==> src/rtl/issue_queue.sv <==
// Unified reservation station between rename/dispatch and execute.
// Holds renamed micro-ops and tracks operand readiness from CDB wakeups.
// Each cycle the oldest fully-ready entry (ROB age relative to rob_head) moves
// into a registered issue slot that execute drains through a valid/ready pair.
module issue_queue #(
  parameter int unsigned NUM_RS_ENTRIES = 8,
  parameter int unsigned PHY_WIDTH      = 6,
  parameter int unsigned ROB_WIDTH      = 5,
  parameter int unsigned DATA_WIDTH     = 32,
  parameter int unsigned OP_WIDTH       = 8
) (
  input  logic                                 clk,
  input  logic                                 rst,
  input  logic                                 flush_i,
  input  logic [ROB_WIDTH-1:0]                 rob_head_i,
  // Dispatch side
  input  logic                                 dispatch_valid_i,
  output logic                                 dispatch_ready_o,
  input  logic [ROB_WIDTH-1:0]                 dispatch_rob_id_i,
  input  logic [OP_WIDTH-1:0]                  dispatch_op_i,
  input  logic [PHY_WIDTH-1:0]                 dispatch_prd_i,
  input  logic [PHY_WIDTH-1:0]                 dispatch_prs1_i,
  input  logic [PHY_WIDTH-1:0]                 dispatch_prs2_i,
  input  logic                                 dispatch_rs1_ready_i,
  input  logic                                 dispatch_rs2_ready_i,
  input  logic [DATA_WIDTH-1:0]                dispatch_imm_i,
  // Wakeup broadcast
  input  logic                                 cdb_valid_i,
  input  logic [PHY_WIDTH-1:0]                 cdb_prd_i,
  // Issue slot
  output logic                                 issue_valid_o,
  input  logic                                 issue_ready_i,
  output logic [ROB_WIDTH-1:0]                 issue_rob_id_o,
  output logic [OP_WIDTH-1:0]                  issue_op_o,
  output logic [PHY_WIDTH-1:0]                 issue_prd_o,
  output logic [PHY_WIDTH-1:0]                 issue_prs1_o,
  output logic [PHY_WIDTH-1:0]                 issue_prs2_o,
  output logic [DATA_WIDTH-1:0]                issue_imm_o,
  output logic [$clog2(NUM_RS_ENTRIES):0]      occupancy_o
);

  localparam int unsigned IdxW = (NUM_RS_ENTRIES > 1) ? $clog2(NUM_RS_ENTRIES) : 1;
  localparam int unsigned CntW = $clog2(NUM_RS_ENTRIES) + 1;

  // Entry storage
  logic [NUM_RS_ENTRIES-1:0] valid_q, valid_d;
  logic [NUM_RS_ENTRIES-1:0] rdy1_q, rdy1_d;
  logic [NUM_RS_ENTRIES-1:0] rdy2_q, rdy2_d;
  logic [ROB_WIDTH-1:0]      rob_q  [NUM_RS_ENTRIES];
  logic [ROB_WIDTH-1:0]      rob_d  [NUM_RS_ENTRIES];
  logic [OP_WIDTH-1:0]       op_q   [NUM_RS_ENTRIES];
  logic [OP_WIDTH-1:0]       op_d   [NUM_RS_ENTRIES];
  logic [PHY_WIDTH-1:0]      prd_q  [NUM_RS_ENTRIES];
  logic [PHY_WIDTH-1:0]      prd_d  [NUM_RS_ENTRIES];
  logic [PHY_WIDTH-1:0]      prs1_q [NUM_RS_ENTRIES];
  logic [PHY_WIDTH-1:0]      prs1_d [NUM_RS_ENTRIES];
  logic [PHY_WIDTH-1:0]      prs2_q [NUM_RS_ENTRIES];
  logic [PHY_WIDTH-1:0]      prs2_d [NUM_RS_ENTRIES];
  logic [DATA_WIDTH-1:0]     imm_q  [NUM_RS_ENTRIES];
  logic [DATA_WIDTH-1:0]     imm_d  [NUM_RS_ENTRIES];

  // Issue slot and count
  logic                  iss_valid_q, iss_valid_d;
  logic [ROB_WIDTH-1:0]  iss_rob_q, iss_rob_d;
  logic [OP_WIDTH-1:0]   iss_op_q, iss_op_d;
  logic [PHY_WIDTH-1:0]  iss_prd_q, iss_prd_d;
  logic [PHY_WIDTH-1:0]  iss_prs1_q, iss_prs1_d;
  logic [PHY_WIDTH-1:0]  iss_prs2_q, iss_prs2_d;
  logic [DATA_WIDTH-1:0] iss_imm_q, iss_imm_d;
  logic [CntW-1:0]       occ_q, occ_d;

  logic            accept;
  logic            slot_free;
  logic            load;
  logic            free_found;
  logic [IdxW-1:0] free_idx;
  logic            sel_found;
  logic [IdxW-1:0] sel_idx;

  // Credit check uses the registered count only; a same-cycle issue is not credited.
  assign dispatch_ready_o = !rst && (occ_q < CntW'(NUM_RS_ENTRIES));
  assign accept           = dispatch_valid_i && dispatch_ready_o;
  assign slot_free        = !iss_valid_q || issue_ready_i;
  assign load             = slot_free && sel_found;

  // Lowest-index free entry, from registered valid bits.
  always_comb begin
    free_found = 1'b0;
    free_idx   = '0;
    for (int i = 0; i < NUM_RS_ENTRIES; i++) begin
      if (!valid_q[i] && !free_found) begin
        free_found = 1'b1;
        free_idx   = IdxW'(i);
      end
    end
  end

  // Oldest eligible entry by modular ROB age; strict compare keeps lower index on ties.
  always_comb begin
    logic [ROB_WIDTH-1:0] age;
    logic [ROB_WIDTH-1:0] best_age;
    sel_found = 1'b0;
    sel_idx   = '0;
    best_age  = '0;
    age       = '0;
    for (int i = 0; i < NUM_RS_ENTRIES; i++) begin
      age = rob_q[i] - rob_head_i;
      if (valid_q[i] && rdy1_q[i] && rdy2_q[i] && (!sel_found || age < best_age)) begin
        sel_found = 1'b1;
        sel_idx   = IdxW'(i);
        best_age  = age;
      end
    end
  end

  // Next state: wakeup, issue-slot load/drain, dispatch write, occupancy.
  always_comb begin
    valid_d     = valid_q;
    rdy1_d      = rdy1_q;
    rdy2_d      = rdy2_q;
    rob_d       = rob_q;
    op_d        = op_q;
    prd_d       = prd_q;
    prs1_d      = prs1_q;
    prs2_d      = prs2_q;
    imm_d       = imm_q;
    iss_valid_d = iss_valid_q;
    iss_rob_d   = iss_rob_q;
    iss_op_d    = iss_op_q;
    iss_prd_d   = iss_prd_q;
    iss_prs1_d  = iss_prs1_q;
    iss_prs2_d  = iss_prs2_q;
    iss_imm_d   = iss_imm_q;

    if (cdb_valid_i) begin
      for (int i = 0; i < NUM_RS_ENTRIES; i++) begin
        if (prs1_q[i] == cdb_prd_i) rdy1_d[i] = 1'b1;
        if (prs2_q[i] == cdb_prd_i) rdy2_d[i] = 1'b1;
      end
    end

    if (slot_free) begin
      iss_valid_d = sel_found;
      if (sel_found) begin
        iss_rob_d        = rob_q[sel_idx];
        iss_op_d         = op_q[sel_idx];
        iss_prd_d        = prd_q[sel_idx];
        iss_prs1_d       = prs1_q[sel_idx];
        iss_prs2_d       = prs2_q[sel_idx];
        iss_imm_d        = imm_q[sel_idx];
        valid_d[sel_idx] = 1'b0;
      end
    end

    // The free slot is never the one being issued: it comes from registered valid bits.
    if (accept && free_found) begin
      valid_d[free_idx] = 1'b1;
      rob_d[free_idx]   = dispatch_rob_id_i;
      op_d[free_idx]    = dispatch_op_i;
      prd_d[free_idx]   = dispatch_prd_i;
      prs1_d[free_idx]  = dispatch_prs1_i;
      prs2_d[free_idx]  = dispatch_prs2_i;
      imm_d[free_idx]   = dispatch_imm_i;
      rdy1_d[free_idx]  = dispatch_rs1_ready_i || (dispatch_prs1_i == '0) ||
                          (cdb_valid_i && (cdb_prd_i == dispatch_prs1_i));
      rdy2_d[free_idx]  = dispatch_rs2_ready_i || (dispatch_prs2_i == '0) ||
                          (cdb_valid_i && (cdb_prd_i == dispatch_prs2_i));
    end

    occ_d = occ_q + CntW'(accept) - CntW'(load);
  end

  // State registers; reset and flush both squash everything.
  always_ff @(posedge clk) begin
    if (rst || flush_i) begin
      valid_q     <= '0;
      rdy1_q      <= '0;
      rdy2_q      <= '0;
      for (int i = 0; i < NUM_RS_ENTRIES; i++) begin
        rob_q[i]  <= '0;
        op_q[i]   <= '0;
        prd_q[i]  <= '0;
        prs1_q[i] <= '0;
        prs2_q[i] <= '0;
        imm_q[i]  <= '0;
      end
      iss_valid_q <= 1'b0;
      iss_rob_q   <= '0;
      iss_op_q    <= '0;
      iss_prd_q   <= '0;
      iss_prs1_q  <= '0;
      iss_prs2_q  <= '0;
      iss_imm_q   <= '0;
      occ_q       <= '0;
    end else begin
      valid_q     <= valid_d;
      rdy1_q      <= rdy1_d;
      rdy2_q      <= rdy2_d;
      rob_q       <= rob_d;
      op_q        <= op_d;
      prd_q       <= prd_d;
      prs1_q      <= prs1_d;
      prs2_q      <= prs2_d;
      imm_q       <= imm_d;
      iss_valid_q <= iss_valid_d;
      iss_rob_q   <= iss_rob_d;
      iss_op_q    <= iss_op_d;
      iss_prd_q   <= iss_prd_d;
      iss_prs1_q  <= iss_prs1_d;
      iss_prs2_q  <= iss_prs2_d;
      iss_imm_q   <= iss_imm_d;
      occ_q       <= occ_d;
    end
  end

  assign issue_valid_o  = iss_valid_q;
  assign issue_rob_id_o = iss_rob_q;
  assign issue_op_o     = iss_op_q;
  assign issue_prd_o    = iss_prd_q;
  assign issue_prs1_o   = iss_prs1_q;
  assign issue_prs2_o   = iss_prs2_q;
  assign issue_imm_o    = iss_imm_q;
  assign occupancy_o    = occ_q;

endmodule

==> config.mk <==
export PLATFORM = sky130hd
export DESIGN_NAME = issue_queue
export DESIGN_NICKNAME = d
export VERILOG_FILES = /design/src/rtl/issue_queue.sv
export SDC_FILE = /design/constraint.sdc
export NUM_CORES = 2
export LEC_CHECK = 0
export BUFFER_PORTS_ARGS = -buffer_cell sky130_fd_sc_hd__buf_2
export CAP_MARGIN = 20
export CORE_UTILIZATION = 25
export CTS_CLUSTER_DIAMETER = 150
export DETAILED_ROUTE_END_ITERATION = 10
export SYNTH_ARGS = -nofsm -noshare
export SYNTH_HDL_FRONTEND = slang
export SYNTH_SLANG_ARGS = --single-unit
==> constraint.sdc <==
create_clock -name clk -period 15.2 [get_ports clk]
set_clock_uncertainty 0.15 [all_clocks]
set_input_delay 3.04 -clock clk [delete_from_list [all_inputs] [get_ports clk]]
set_output_delay 3.04 -clock clk [all_outputs]
set_load 0.02 [all_outputs]
# After elaboration in Yosys (flattened, before gate mapping)
# Cells that the tools add are included.
[word_totals]
in_bits = 82
output_inout_bits = 69
reg_bits = 596
elab_cells = 282
[classes]
magnitude_cmp = 15
n_reduce_logical = 77
n_eq_ne = 18
addsub = 10
bitwise_logic = 5
muxes = 98
[ops]
columns = ["op", "count"]
rows = [
  ["bitwise mux 256 bit", 1],
  ["bitwise mux 48 bit", 3],
  ["== test 6 bit", 18],
  ["binary-select mux 32 bit (select 3 bit)", 1],
  ["demux 32 bit (select 3 bit)", 1],
  ["2-to-1 mux 32 bit", 3],
  ["2-to-1 mux 8 bit", 10],
  ["bitwise mux 64 bit", 1],
  ["binary-select mux 6 bit (select 3 bit)", 3],
  ["2-to-1 mux 5 bit", 10],
  ["2-to-1 mux 6 bit", 7],
  ["bitwise mux 40 bit", 1],
  ["subtractor 5 bit", 8],
  ["logical AND 1 bit", 39],
  ["2-to-1 mux 1 bit", 36],
  ["2-to-1 mux 3 bit", 12],
  ["< comparator 5 bit", 7],
  ["binary-select mux 8 bit (select 3 bit)", 1],
  ["demux 8 bit (select 3 bit)", 1],
  ["zero test 1 bit", 22],
  ["demux 6 bit (select 3 bit)", 1],
  ["bitwise mux 8 bit", 2],
  ["binary-select mux 5 bit (select 3 bit)", 1],
  ["demux 5 bit (select 3 bit)", 1],
  ["other kinds (15)", 33],
]

# Depth between registers and ports, before layout
[logic_depth]
ltp_word = 41
mapped_depth = 71
mapped_depth_nobuf = 67

# Worst setup path before layout
# OpenSTA, ideal clock, no wires.
[synth_timing]
path_type = "input to register"
startpoint = "input port rob_head_i[1]"
endpoint = "register iss_imm_q[11] (netlist: issue_imm_o[11])"
arrival_time_ns = 15.823
path_buffers = 4
t_required_ns = 14.923
stages = 64
setup_slack_ns = -0.900
setup_time_ns = 0.127
cell_sequence = "inv_1 > ha_1 > nor2b_1 > o21ai_0 > a21boi_0 > or3_1 > ha_1 > nand2_1 > o211a_4 > a22o_1 > mux2_2 > ha_1 > a21o_1 > a21o_1 > a211oi_1 > a31oi_1 > mux2i_1 > inv_1 > [... 28 more ...] > nand3_1 > buf_2 > nand2_1 > o21a_1 > ha_1 > nand2_1 > o21ai_0 > nor2_1 > o21ai_0 > nand2_1 > a31oi_1 > a41o_1 > buf_4 > buf_4 > buf_2 > mux2i_1 > o22a_1 > a21oi_2"
[synth_between]
elab_chain_cells = 34
elab_cells_between_ends = 61
classes_between = "add/sub (8); order compare (7); mux (24); bitwise (1); reduce/logical (21)"
[synth_rtl]
columns = ["element", "line_no", "rtl"]
rows = [
  ["from (decl)", "15", "input logic [ROB_WIDTH-1:0] rob_head_i,"],
  ["subtractor 5 bit", "107", "age = rob_q[i] - rob_head_i;"],
  ["2-to-1 mux 5 bit", "108", "if (valid_q[i] && rdy1_q[i] && rdy2_q[i] && (!sel_found || age < best_age)) begin"],
  ["< comparator 5 bit", "108", ""],
  ["logical OR 1 bit", "108", ""],
  ["logical AND 1 bit", "108", ""],
  ["2-to-1 mux 5 bit / 2-to-1 mux 1 bit (equally long branches)", "108", ""],
  ["< comparator 5 bit / zero test 1 bit (equally long branches)", "108", ""],
  ["logical OR 1 bit", "108", ""],
  ["[... 17 more ...]", "-", ""],
  ["2-to-1 mux 5 bit / 2-to-1 mux 1 bit (equally long branches)", "108", ""],
  ["< comparator 5 bit / zero test 1 bit (equally long branches)", "108", ""],
  ["logical OR 1 bit", "108", ""],
  ["logical AND 1 bit", "108", ""],
  ["2-to-1 mux 3 bit", "108", ""],
  ["inverter 3 -> 4 bit (not written as such)", "150", "iss_imm_d = imm_q[sel_idx];"],
  ["binary-select mux 32 bit (select 3 bit)", "150", ""],
  ["2-to-1 mux 32 bit (not written as such) (2 in a row)", "150", ""],
  ["to (signal assigned)", "211", "iss_imm_q <= iss_imm_d;"],
  ["to (decl)", "69", "logic [DATA_WIDTH-1:0] iss_imm_q, iss_imm_d;"],
]
# Parallel ways exist; a longest one is shown, timed or not. The select of a mux whose other input is x is not followed.
# A chain may end at the register's enable or synchronous reset.

# Worst setup path after layout
[layout_timing]
startpoint = "input port rob_head_i[0]"
endpoint = "register iss_prs2_q[5] (netlist: issue_prs2_o[5])"
[layout_between]
elab_chain_cells = 34
elab_cells_between_ends = 61
classes_between = "add/sub (8); order compare (7); mux (24); bitwise (1); reduce/logical (21)"
[layout_rtl]
columns = ["element", "line_no", "rtl"]
rows = [
  ["subtractor 5 bit", "107", ""],
  ["2-to-1 mux 5 bit", "108", ""],
  ["< comparator 5 bit", "108", ""],
  ["logical OR 1 bit", "108", ""],
  ["logical AND 1 bit", "108", ""],
  ["2-to-1 mux 5 bit / 2-to-1 mux 1 bit (equally long branches)", "108", ""],
  ["< comparator 5 bit / zero test 1 bit (equally long branches)", "108", ""],
  ["logical OR 1 bit", "108", ""],
  ["[... 17 more ...]", "-", ""],
  ["2-to-1 mux 5 bit / 2-to-1 mux 1 bit (equally long branches)", "108", ""],
  ["< comparator 5 bit / zero test 1 bit (equally long branches)", "108", ""],
  ["logical OR 1 bit", "108", ""],
  ["logical AND 1 bit", "108", ""],
  ["2-to-1 mux 3 bit", "108", ""],
  ["inverter 3 -> 4 bit (not written as such)", "149", "iss_prs2_d = prs2_q[sel_idx];"],
  ["binary-select mux 6 bit (select 3 bit)", "149", ""],
  ["2-to-1 mux 6 bit (not written as such) (2 in a row)", "149", ""],
  ["to (signal assigned)", "210", "iss_prs2_q <= iss_prs2_d;"],
  ["to (decl)", "68", "logic [PHY_WIDTH-1:0] iss_prs2_q, iss_prs2_d;"],
]
# Parallel ways exist; a longest one is shown, timed or not. The select of a mux whose other input is x is not followed.

==> out/results.tsv <==
stage	metric	value	unit
outcome	status	finished, final reports clean	
floorplanning	pin_count	151	
routing	wire_per_inst	20.8	um
hold_path	hold_path_class	register to register	
yosys	synth_edf_count	0	
yosys	async_flop_share	0	%
global_routing	use_met3	3.33	%
yosys	yosys-top-cells-area	dfxtp_1 (42%), nand2_1 (14%), a21oi_1 (9.8%)	
finish	final_util	30.5	%
sta	maxSlewHeadroom	16.0	%
floorplanning	die_x	340	um
yosys	synth_compound_area_share	19.7	%
sta	final_hold_viol_count	0	
sta	maxSlewViolCount	0	
place	dpl_worst_slack	-0.594	ns
floorplanning	dieArea	0.115	mm2
yosys	netlist_area	0.0285	mm2
global_routing	grt_util_all_layers	17.2	%
global_routing	grt.overflow.total	0	
yosys	yosys.area.top_type	dfxtp_1	
floorplanning	rows	123	
clock_network	clk_latency	0.62	ns
sta	worstMarginPinSlew	1.26	ns
yosys	ys_seq_area_share	41.9	%
floorplanning	die_h	340	um
yosys	synth_nets	3704	
sta	period_share	99.7	%
place	place.gp.congestion	0.913	
finish	final_area	0.0344	mm2
clock_network	htree_levels	3	
worst_setup_path	arrival	15.55	ns
worst_setup_path	r2r_cells	65	
yosys	yosys_warnings	0	
clock_network	ctsHoldBuffers	0	
floorplanning	initial_core_util	25.3	%
routing	drc	0	
clock_network	cts_buffers	66	
global_routing	grt_pass1_vias	23900	
global_routing	antenna_found_initial	22	
worst_setup_path	critPathMaxStageDelay	0.54	ns
worst_setup_path	crit_required	15.59	ns
yosys	syn_avg_cell_area	8.03	um2
global_routing	grt_start_max_net_pins	225	
yosys	synth_fa_ha_area_share	3.44	%
yosys	synth_top_area_share	41.9	%
pwr	p_leak	12.3	nW
job	max_cap_violations	0	
routing	dr.pass1.iters	5	
routing	drt_wl_total	107000	um
routing	vias	26200	
place	dp_hpwl	62100	um
routing	route.antenna.remaining_nets	0	
yosys	ys_seq_elements	596	
hold_path	min_path_cells	2	
place	port_buffers	150	
worst_setup_path	path_class	input port to register	
sta	fmax	66.0	MHz
routing	drtIter0Drc	2304	
clock_network	clockRootBuffer	clkbuf_16	
place	place_area	0.0310	mm2
finish	syn2layout_area_growth	20.6	%
pwr	max-vdd-ir-drop	0.0000766	V
clock_network	clockBufferDepth	3	
sta	fin_crit	15.16	ns
worst_setup_path	crit_fanout	8	
worst_setup_path	cpMaxStageDelayCell	or4b_4	
yosys	synth_simple_gate_area_share	18.2	%
yosys	synthXorXnorAreaFrac	4.33	%
floorplanning	core	0.113	mm2
clock_network	cts.clk_slew.worst_paths	0.06	ns
routing	vias_per_cell	5.07	
yosys	synth_top_family_by_area	compound AO/OA/AOI/OAI gates	
yosys	synth-main-ff-cell	dfxtp_1	
sta	setup_slack	0.0429	ns
sta	rsz0062_at_grt	true	
global_routing	use_met1	22.7	%
finish	drive_above_1_share	17.0	%
sta	setup_viol	0	
worst_setup_path	end_kind	register	
pwr	power-per-cell-area	97.6	mW/mm2
finish	fin_nets	3771	
clock_network	clock-sinks	596	
global_routing	busiest_layer	met2	
yosys	yosysUniqueCellTypes	76	
global_routing	use_met2	27.9	%
yosys	synthCells	3549	
yosys	muxShareOfSynthArea	6.49	%
global_routing	grt_pass1_wl	153000	um
clock_network	cts_tree	yes	
worst_setup_path	critPathLaunchType	input port	
-- layout by cell type (no fill, tap or decap), drive strengths merged, types with 5 or more instances in the layout --
master | synthesis | layout
a221o | 27 | 27
a31oi | 40 | 40
fa | 9 | 9
mux2i | 125 | 125
clkbuf | 214 | 103
a221oi | 63 | 63
xnor2 | 81 | 81
and3 | 10 | 10
nor4 | 23 | 23
inv | 46 | 50
a21o | 26 | 26
dfxtp | 596 | 596
or2 | 8 | 8
o21ai | 86 | 86
nand3 | 14 | 15
mux2 | 43 | 43
clkinv | 0 | 13
and2 | 7 | 7
ha | 64 | 64
nor3 | 42 | 42
a211oi | 5 | 5
nand4 | 27 | 27
o22a | 57 | 57
buf | 112 | 317
nor2 | 38 | 38
o21a | 5 | 5
xor2 | 60 | 60
nand2 | 1091 | 1091
o211ai | 6 | 6
a21oi | 579 | 579
mux4 | 5 | 5
-- cells in the mapped netlist (all sizes together), types with 2 or more instances --
library cell and n:
clkbuf 214, mux4 5, a221oi 63, fa 9, nor2 38, and3 10
xor2 60, a21oi 579, dfxtp 596, a31oi 40, or2 8, o22a 57
nor2b 4, a221o 27, mux2 43, o2111ai 2, nor4 23, nand2 1091
a41o 3, nor3 42, and2 7, nand4 27, inv 46, ha 64
o211a 2, o21a 5, nand3 14, nand3b 3, a31o 2, xnor2 81
a21boi 2, a21o 26, a211oi 5, mux2i 125, o21ai 86, or3 4
nor3b 2, buf 112, a21bo 2, o211ai 6
-- kinds of logic (layout without fill, tap and decap cells) --
logic type / after synthesis / in the layout
and+or+nand+nor: 1277 / 1278
AOI/OAI and AO/OA: 917 / 917
DFF: 596 / 596
buffers and inverters: 372 / 487
muxes: 173 / 173
xor gates and xnor gates: 141 / 141
adders and majority gates: 73 / 73
other: 0 / 4
-- power by group --
part | switching [W] | internal [W]
Clock | 0.000681 | 0.000903
Sequential | 0.00000365 | 0.00157
Combinational | 0.000133 | 0.0000661
Total | 0.000818 | 0.00254
-- path summary, 6_finish.rpt --
check / start / to / slack (ns)
worst min register to register: imm_q[121] / imm_q[121] / 0.30
worst max-delay path: rob_head_i[0] / issue_prs2_o[5] / 0.04
worst min-delay path: imm_q[121] / imm_q[121] / 0.30
worst max register to register: rob_q[35] / issue_prs2_o[5] / 2.20
-- critical path: cells and delay by family --
family | cells | cell delay, ns
AO/OA/AOI/OAI | 24 | 4.69
AND/OR/NAND/NOR | 15 | 2.66
adder cells (fa/ha/maj) | 9 | 2.42
buffers and inverters | 12 | 1.34
multiplexers | 4 | 1.24
XOR/XNOR | 1 | 0.12
-- registers in the layout, indices dropped and copies added (netlist names), 8 cells and up --
name and flops:
issue_op_o 8, prs2_q 48, imm_q 256, prd_q 48
op_q 64, rob_q 40, issue_imm_o 32, rdy2_q 8
valid_q 8, prs1_q 48, rdy1_q 8
-- final cells by class --
| type | instances | area (um2) |
|---|---|---|
| diodes | 4 | 10.0 |
| repair buffers | 324 | 2610 |
| multi-input cells | 2582 | 15700 |
| well taps | 1500 | 1880 |
| fillers | 11800 | 78400 |
| inverters | 46 | 179 |
| clock inverters | 21 | 210 |
| clock buffers | 96 | 1890 |
| flip-flops and latches | 596 | 11900 |
-- layer usage --
layer | part of all wire (%) | wire length [um]
met1 | 42 | 45300
met2 | 47 | 50300
met3 | 7.9 | 8500
met4 | 3.0 | 3200
met5 | 0.16 | 173
-- metrics by stage --
step / hold WS [ns] / total power, W / std cells / TNS (ns)
6_report: 0.299 / 0.00335 / 5169 / 0
5_1_grt: 0.314 / 0.00345 / 5167 / -21.51
4_1_cts: 0.304 / 0.00336 / 5110 / 0
3_5_place_dp: 0.293 / 0.00178 / 4993 / -35.01
3_3_place_gp: 0.290 / 0.00178 / 4993 / -9.55
2_1_floorplan: 0.283 / 0.00173 / 3549 / 0
-- repair_timing --
item | in CTS | in global routing
resized for setup | 0 | 131
setup endpoints to repair | 0 | 71
setup buffers | 0 | 45
Power figures use the tool's default switching activity.
